$ cat config.mk
export PLATFORM = sky130hd
export DESIGN_NAME = uart_rx_core_flat
export DESIGN_NICKNAME = d
export VERILOG_FILES = /design/src/rtl/uart_pkg.sv /design/src/rtl/uart_rx_core_if.sv /design/src/rtl/uart_baud_tick.sv /design/src/rtl/uart_rx_core.sv /design/src/flat_wrapper.sv
export SDC_FILE = /design/constraint.sdc
export NUM_CORES = 1
export LEC_CHECK = 0
export CAP_MARGIN = 15
export CORE_MARGIN = 8
export CORE_UTILIZATION = 55
export CTS_CLUSTER_DIAMETER = 60
export DETAILED_ROUTE_END_ITERATION = 8
export PLACE_DENSITY = 0.77
export SYNTH_ARGS = -nofsm -noshare
export SYNTH_HDL_FRONTEND = slang
export SYNTH_SLANG_ARGS = --single-unit
$ cat constraint.sdc
create_clock -name clk -period 1.9 [get_ports clk]
set_clock_uncertainty 0.05 [all_clocks]
set_input_delay 0.19 -clock clk [delete_from_list [all_inputs] [get_ports clk]]
set_output_delay 0.19 -clock clk [all_outputs]
set_load 0.02 [all_outputs]
$ cat src/rtl/uart_pkg.sv
`timescale 1ns/1ps
// uart_pkg
// Shared UART types and helpers for the rx core and the future tx side.
//   rx_state_t      : receiver FSM states
//   baud_div()      : rounded clk-per-tick divider for a given clock, baud and oversample
//   UART_DATA_BITS  : data bits per frame (8N1)
package uart_pkg;

    localparam int UART_DATA_BITS = 8;

    typedef enum logic [2:0] {
        IDLE,
        START,
        DATA,
        STOP,
        BREAK
    } rx_state_t;

    // Rounded to nearest so the tick rate error stays within half a clock per tick.
    function automatic int baud_div(input int clk_hz, input int baud, input int os);
        return (clk_hz + (baud * os) / 2) / (baud * os);
    endfunction

endpackage

$ cat src/rtl/uart_rx_core_if.sv
`timescale 1ns/1ps
// uart_rx_core_if
// Byte-stream interface between the UART receiver and its consumer.
//   rx_data   : received byte, stable while rx_valid is high
//   rx_valid  : byte available, held until accepted
//   rx_ready  : consumer accepts when rx_valid & rx_ready at posedge clk
//   frame_err : one-cycle pulse, stop bit sampled low
//   overrun   : one-cycle pulse, byte dropped because holding register was full
// Modports: master = receiver (drives data/valid/pulses), slave = consumer (drives ready).
interface uart_rx_core_if;
    import uart_pkg::*;

    logic [UART_DATA_BITS-1:0] rx_data;
    logic                      rx_valid;
    logic                      rx_ready;
    logic                      frame_err;
    logic                      overrun;

    modport master (
        output rx_data,
        output rx_valid,
        output frame_err,
        output overrun,
        input  rx_ready
    );

    modport slave (
        input  rx_data,
        input  rx_valid,
        input  frame_err,
        input  overrun,
        output rx_ready
    );

endinterface

$ cat src/rtl/uart_baud_tick.sv
`timescale 1ns/1ps
// uart_baud_tick
// Free-running oversample tick generator: counts 0..DIV-1 and asserts tick while
// the count is DIV-1. clr forces the count back to 0 so the tick phase can be
// realigned to an external event (e.g. a detected start edge).
//   clk  in  system clock
//   rst  in  synchronous reset, active-high
//   clr  in  synchronous counter clear
//   tick out one-clock strobe every DIV clocks
module uart_baud_tick #(
    parameter int DIV = 27
) (
    input  logic clk,
    input  logic rst,
    input  logic clr,
    output logic tick
);

    localparam int CW = (DIV > 1) ? $clog2(DIV) : 1;
    localparam logic [CW-1:0] LAST = CW'(DIV - 1);

    logic [CW-1:0] r_cnt;

    always_ff @(posedge clk) begin
        if (rst || clr) begin
            r_cnt <= '0;
        end else if (r_cnt == LAST) begin
            r_cnt <= '0;
        end else begin
            r_cnt <= r_cnt + 1'b1;
        end
    end

    assign tick = (r_cnt == LAST);

endmodule

$ cat src/rtl/uart_rx_core.sv
`timescale 1ns/1ps
// uart_rx_core
// Oversampling 8N1 UART receiver. The raw rx pin is synchronised, a falling edge
// starts a frame, the start bit is confirmed at mid-bit, 8 data bits are sampled
// LSB-first one bit period apart, and the stop bit decides between delivering the
// byte and flagging a framing error (followed by waiting out the break).
//   clk  in   system clock (CLK_HZ)
//   rst  in   synchronous reset, active-high
//   rx   in   asynchronous serial input, idle high
//   bus  master side of uart_rx_core_if (rx_data/rx_valid/rx_ready/frame_err/overrun)
module uart_rx_core
    import uart_pkg::*;
#(
    parameter int CLK_HZ     = 50_000_000,
    parameter int BAUD       = 115_200,
    parameter int OVERSAMPLE = 16
) (
    input  logic            clk,
    input  logic            rst,
    input  logic            rx,
    uart_rx_core_if.master  bus
);

    localparam int DIV = baud_div(CLK_HZ, BAUD, OVERSAMPLE);
    localparam int SCW = $clog2(OVERSAMPLE);
    localparam logic [SCW-1:0] SC_HALF = SCW'(OVERSAMPLE / 2 - 1);
    localparam logic [SCW-1:0] SC_LAST = SCW'(OVERSAMPLE - 1);

    logic                      r_sync1;
    logic                      r_sync2;
    logic                      w_rx_s;
    logic                      w_tick;
    logic                      w_clr;

    rx_state_t                 r_state;
    rx_state_t                 w_state_n;
    logic [SCW-1:0]            r_sc;
    logic [SCW-1:0]            w_sc_n;
    logic [2:0]                r_bi;
    logic [2:0]                w_bi_n;
    logic [UART_DATA_BITS-1:0] r_shreg;
    logic [UART_DATA_BITS-1:0] w_shreg_n;
    logic                      w_deliver;
    logic                      w_ferr;

    logic                      r_deliver;
    logic [UART_DATA_BITS-1:0] r_data;
    logic                      r_valid;
    logic                      r_ferr;
    logic                      r_ovr;

    // Two-flop synchroniser; resets to the idle line level so reset never fakes a start.
    always_ff @(posedge clk) begin
        if (rst) begin
            r_sync1 <= 1'b1;
            r_sync2 <= 1'b1;
        end else begin
            r_sync1 <= rx;
            r_sync2 <= r_sync1;
        end
    end

    assign w_rx_s = r_sync2;

    // Held clear while idle, so the first tick lands DIV clocks after the start edge.
    assign w_clr = (r_state == IDLE);

    uart_baud_tick #(
        .DIV (DIV)
    ) u_tick (
        .clk  (clk),
        .rst  (rst),
        .clr  (w_clr),
        .tick (w_tick)
    );

    always_ff @(posedge clk) begin
        if (rst) begin
            r_state   <= IDLE;
            r_sc      <= '0;
            r_bi      <= '0;
            r_shreg   <= '0;
            r_deliver <= 1'b0;
            r_ferr    <= 1'b0;
        end else begin
            r_state   <= w_state_n;
            r_sc      <= w_sc_n;
            r_bi      <= w_bi_n;
            r_shreg   <= w_shreg_n;
            r_deliver <= w_deliver;
            r_ferr    <= w_ferr;
        end
    end

    always_comb begin
        w_state_n = r_state;
        w_sc_n    = r_sc;
        w_bi_n    = r_bi;
        w_shreg_n = r_shreg;
        w_deliver = 1'b0;
        w_ferr    = 1'b0;
        case (r_state)
            IDLE: begin
                if (!w_rx_s) begin
                    w_state_n = START;
                    w_sc_n    = '0;
                end
            end
            START: begin
                if (w_tick) begin
                    if (r_sc == SC_HALF) begin
                        // A line back high at mid start bit was only a glitch.
                        if (w_rx_s) begin
                            w_state_n = IDLE;
                        end else begin
                            w_state_n = DATA;
                            w_sc_n    = '0;
                            w_bi_n    = '0;
                        end
                    end else begin
                        w_sc_n = r_sc + 1'b1;
                    end
                end
            end
            DATA: begin
                if (w_tick) begin
                    if (r_sc == SC_LAST) begin
                        w_sc_n    = '0;
                        w_shreg_n = {w_rx_s, r_shreg[UART_DATA_BITS-1:1]};
                        w_bi_n    = r_bi + 3'd1;
                        if (r_bi == 3'd7) begin
                            w_state_n = STOP;
                        end
                    end else begin
                        w_sc_n = r_sc + 1'b1;
                    end
                end
            end
            STOP: begin
                if (w_tick) begin
                    if (r_sc == SC_LAST) begin
                        w_sc_n = '0;
                        if (w_rx_s) begin
                            w_deliver = 1'b1;
                            w_state_n = IDLE;
                        end else begin
                            w_ferr    = 1'b1;
                            w_state_n = BREAK;
                        end
                    end else begin
                        w_sc_n = r_sc + 1'b1;
                    end
                end
            end
            BREAK: begin
                if (w_rx_s) begin
                    w_state_n = IDLE;
                end
            end
            default: begin
                w_state_n = IDLE;
            end
        endcase
    end

    // Holding register. r_shreg is untouched in IDLE/START, so it still holds the
    // completed byte during the delivery cycle even if a new start was already seen.
    always_ff @(posedge clk) begin
        if (rst) begin
            r_data  <= '0;
            r_valid <= 1'b0;
            r_ovr   <= 1'b0;
        end else begin
            r_ovr <= 1'b0;
            if (r_deliver) begin
                if (!r_valid || bus.rx_ready) begin
                    r_data  <= r_shreg;
                    r_valid <= 1'b1;
                end else begin
                    r_ovr <= 1'b1;
                end
            end else if (r_valid && bus.rx_ready) begin
                r_valid <= 1'b0;
            end
        end
    end

    assign bus.rx_data   = r_data;
    assign bus.rx_valid  = r_valid;
    assign bus.frame_err = r_ferr;
    assign bus.overrun   = r_ovr;

endmodule

$ cat src/flat_wrapper.sv
// flat-port wrapper written by rule: the top's interface ports become plain ports
module uart_rx_core_flat import uart_pkg::*;
#(
    parameter int CLK_HZ     = 50_000_000,
    parameter int BAUD       = 115_200,
    parameter int OVERSAMPLE = 16
)
  (clk, rst, rx, bus_rx_data, bus_rx_valid, bus_frame_err, bus_overrun, bus_rx_ready);
  uart_rx_core_if bus_i ();
  input  logic clk;
  input  logic rst;
  input  logic rx;
  output wire logic [$bits(bus_i.rx_data)-1:0] bus_rx_data;
  output wire logic [$bits(bus_i.rx_valid)-1:0] bus_rx_valid;
  output wire logic [$bits(bus_i.frame_err)-1:0] bus_frame_err;
  output wire logic [$bits(bus_i.overrun)-1:0] bus_overrun;
  input wire logic [$bits(bus_i.rx_ready)-1:0] bus_rx_ready;
  assign bus_rx_data = bus_i.rx_data;
  assign bus_rx_valid = bus_i.rx_valid;
  assign bus_frame_err = bus_i.frame_err;
  assign bus_overrun = bus_i.overrun;
  assign bus_i.rx_ready = bus_rx_ready;
  uart_rx_core #(.CLK_HZ(CLK_HZ), .BAUD(BAUD), .OVERSAMPLE(OVERSAMPLE)) u_core (.clk(clk), .rst(rst), .rx(rx), .bus(bus_i));
endmodule
==> results <==
- The clock passes through at most 2 buffers.
- In this run the clock root is driven by a clkbuf_4.
- Together, buffers and inverters on the worst path number 0.
- The most repeated library cell on the critical path is a21oi_2.
- The number of flops mapped to enable cells by yosys is 0.
- On the worst path, the slowest cell contributes a delay of 0.38 ns.
- The number of buffers inserted by hold repair at cts is 0.
- In this run, distinct cell masters in the synthesized netlist total 45.
- In this run the worst path has a maximum fanout of 6.
- Measured along the x axis, the die boundary spans 70.4 µm.
- The total die area is 0.00496 mm².
- The number of antenna violations at the first check in global routing came to 0.
- The number of port buffers is 14.
- The share of the clock period used by the worst path is 0.921.
- The flow ran to the end, and the final reports show no timing, DRC or antenna violations.
- For the worst setup path, the data required time is 2.13 ns.
- The H-tree was split into 2 levels.
- The fraction of final layout cells with drive strength greater than 1 is 0.161.
- The remaining antenna violation count after routing is 0.
- The net count of the finished layout is 207.
- Setup repair after global routing left no endpoint under its margin.
- At the end of the flow the core is filled with cells to 0.703.
- The placer congestion estimate is 0.846.
- The number of fill cells in the layout is 213.
- STA puts the critical path data arrival time at 1.98 ns.
- Yosys printed 0 warnings.
- The count of clock tree sinks is 37.
- The number of global-route vias before repair is 1374.
- After synthesis, the share of flip-flops with an asynchronous set or reset is 0.
- Of the total power, combinational logic draws 0.055.
- The post-layout minimum cycle time is 1.75 ns.
- The number of antenna diodes in the final layout is 0.
- The most common cell after layout, fill and taps aside is dfxtp_1.
- The proportion of power drawn by flip-flops and latches is 0.548.
- Wires add up to 3.41 mm.
- After legalization and detailed placement, the total HPWL measured 2.56 mm.
- For this run, the leading register cell type out of synthesis is dfxtp_1.
- The number of CTS-inserted buffers is 5.
- The power density of the placed cells is 731 mW/mm².
- Headroom to the max-slew limit came out at 0.726.
- The number of iterations in the first detailed-routing pass is 4.
- The setup TNS is 0 ns.
- Clock-pin slew was measured on the worst setup and hold paths at 0.11 ns.
- The clock network latency to the later pin of the worst-skew pair is 0.34 ns.
- The category of the most critical setup path is reg2reg.
- The number of cell rows is 19.
- The synthesized netlist cell count is 174.
- Of the total power, the share spent switching nets is 0.211.
- Timing would allow up to 572 MHz.
- After global routing the overflow that remains totals 0.
- The internal portion of total power is 1.13 mW.
- The type of the tightest min-delay check is in2reg.
- The count of endpoints failing hold in the final timing report was 0.
- After detailed routing, the number of remaining DRC violations is 0.
- Entering global routing, the biggest net connects 20 pins.
- The leakage dissipation is 0.827 nW.
- The final number of setup-violating endpoints is 0.
- The endpoint type of the worst setup path is a register.
- Once the clock tree was built, the resizer swapped 0 gates to a different size.
- The overall via count from detail_route is 1286.
- Of the total power, the clock network draws 0.397.
- The first global-routing pass estimated 6.04 mm of wire.
- At the pin with the least slew margin, the transition time is 0.410 ns.
- From synthesis to final layout, the design area changed by 20.0%.
- The number of pins exceeding their max-slew limit in the final report is 0.
- The number of synthesized register bits is 37.
- The I/O pin count is 15.
- In the layout the commonest cells are dfxtp_1, nor2_1, mux2i_1, clkdlybuf4s50_1.
- For this configuration, the core starts out at a cell density of 0.586.
- For this design the total switching power over the nets is 0.302 mW.
- In this run the standard cell core region covers 0.00278 mm².
- The TritonCTS clock tree is yes.
- Across the VDD grid, the largest voltage drop is 0.000749 V.
- The number of nets handed over by synthesis was 183.
- The number of buffers inserted to repair setup after CTS is 0.
- Each instance of the synthesized netlist takes up on average 9.37 µm².
- The critical path goes through ha_1 > nand3_1 > a21oi_2 > o211ai_2 > or3_1 > a21oi_2.
- Max-cap violations in this run came to 0.
- Dividing the detail-routed wire length by the instance count gives 14.8 µm.
- For this block, the initial DRC count from the detailed router was 58.
- The worst setup path is launched from a register.
- The die height is 70.4 µm.
- The average vias per placed instance is 5.59.
- Summing every instance area after synthesis gives 0.00163 mm².
- The sequential cell area fraction in the yosys report is 0.454.
- In this design, the largest share of critical-path delay is due to simple AND/OR/NAND/NOR gates.
- The critical path's slowest cell is dfxtp_1.
- For this run, the total global-route usage over all layers was measured as 0.146.
synthesized netlist by cell type (2+ instances only):
library cell,n,area share
dfxtp_1,37,0.45
nor2_1,31,0.071
mux2i_1,17,0.10
a21oi_1,12,0.037
nand2_1,11,0.025
nand3_1,6,0.018
ha_1,5,0.038
inv_1,5,0.012
nand3b_1,3,0.014
nor3_1,3,0.0092
o21ai_0,3,0.0092
a21oi_2,2,0.011
buf_2,2,0.0061
clkbuf_1,2,0.0046
nand2b_1,2,0.0077
or2_2,2,0.0077
xnor2_1,2,0.011
xor2_1,2,0.011
layout make-up:
| cell class | instances | area, µm² | area share |
|---|---|---|---|
| Clock buffer | 7 | 55.1 | 0.0282 |
| Clock inverter | 1 | 30.0 | 0.0154 |
| Inverter | 5 | 18.8 | 0.00960 |
| Multi-Input combinational cell | 126 | 862 | 0.441 |
| Sequential cell | 37 | 743 | 0.380 |
| Tap cell | 31 | 38.8 | 0.0198 |
| Timing Repair Buffer | 23 | 208 | 0.106 |
worst register-to-register path, stage by stage, from the launching register on:
cell,delay [ns]
dfxtp_1,0.38
ha_1,0.19
nand3_1,0.21
a21oi_2,0.21
o211ai_2,0.15
or3_1,0.36
a21oi_2,0.14
final timing paths:
| path | depth (start not counted) | start | end | slack [ns] |
|---|---|---|---|---|
| setup reg to reg | 6 | u_core.r_sc[1]$_SDFFE_PP0P_ | u_core.r_bi[0]$_SDFFE_PP0P_ | 0.15 |
| setup / recovery | 6 | u_core.r_sc[1]$_SDFFE_PP0P_ | u_core.r_bi[0]$_SDFFE_PP0P_ | 0.15 |
| hold reg to reg | 1 | u_core.r_sync1$_SDFF_PP1_ | u_core.r_sync2$_SDFF_PP1_ | 0.37 |
| hold / removal | 2 | rx | u_core.r_sync1$_SDFF_PP1_ | 0.35 |
sequential cells by signal, summed over array words and instances (netlist names):
name                  count
u_core.bus.frame_err      1
u_core.bus.overrun        1
u_core.bus.rx_data        8
u_core.bus.rx_valid       1
u_core.r_bi               3
u_core.r_deliver          1
u_core.r_sc               4
u_core.r_shreg            8
u_core.r_state            3
u_core.r_sync1            1
u_core.r_sync2            1
u_core.u_tick.r_cnt       5
layer usage:
| layer | vias to the layer above | track usage | wire [µm] |
|---|---|---|---|
| met5 | - | 0 | 0 |
| li1 | 652 | - | - |
| met2 | 12 | 0.257 | 1730 |
| met3 | 10 | 0.0395 | 103 |
| met4 | 0 | 0.0625 | 76 |
| met1 | 612 | 0.159 | 1500 |
power groups by stage:
stage / logic, mW / clock network [mW] / registers, mW
CTS: 0.0760 / 0.577 / 0.784
global placement: 0.0727 / 0 / 0.802
global route: 0.0865 / 0.606 / 0.785
floorplan: 0.0478 / 0 / 0.801
finish: 0.0780 / 0.568 / 0.784
detailed placement: 0.0760 / 0 / 0.802
cell families after synthesis:
logic type	count (synthesis)	synth area share
AOI/OAI and AO/OA	26	0.110
xor gates and xnor gates	4	0.0215
adders and majority gates	5	0.0384
buffers and inverters	11	0.0292
DFF	37	0.454
muxes	17	0.104
and+or+nand+nor	74	0.243
through the flow:
step | std cells | total power [mW] | hold slack [ns] | instance area, µm² | setup WS, ns
2_1_floorplan | 174 | 0.849 | 0.219 | 1630 | 0.292
3_3_place_gp | 222 | 0.875 | 0.350 | 1850 | 0.223
3_5_place_dp | 222 | 0.878 | 0.356 | 1850 | 0.135
4_1_cts | 230 | 1.44 | 0.343 | 1930 | 0.113
5_1_grt | 230 | 1.48 | 0.347 | 1960 | 0.0351
6_report | 230 | 1.43 | 0.352 | 1960 | 0.150
(Power assumes the default switching activity.)
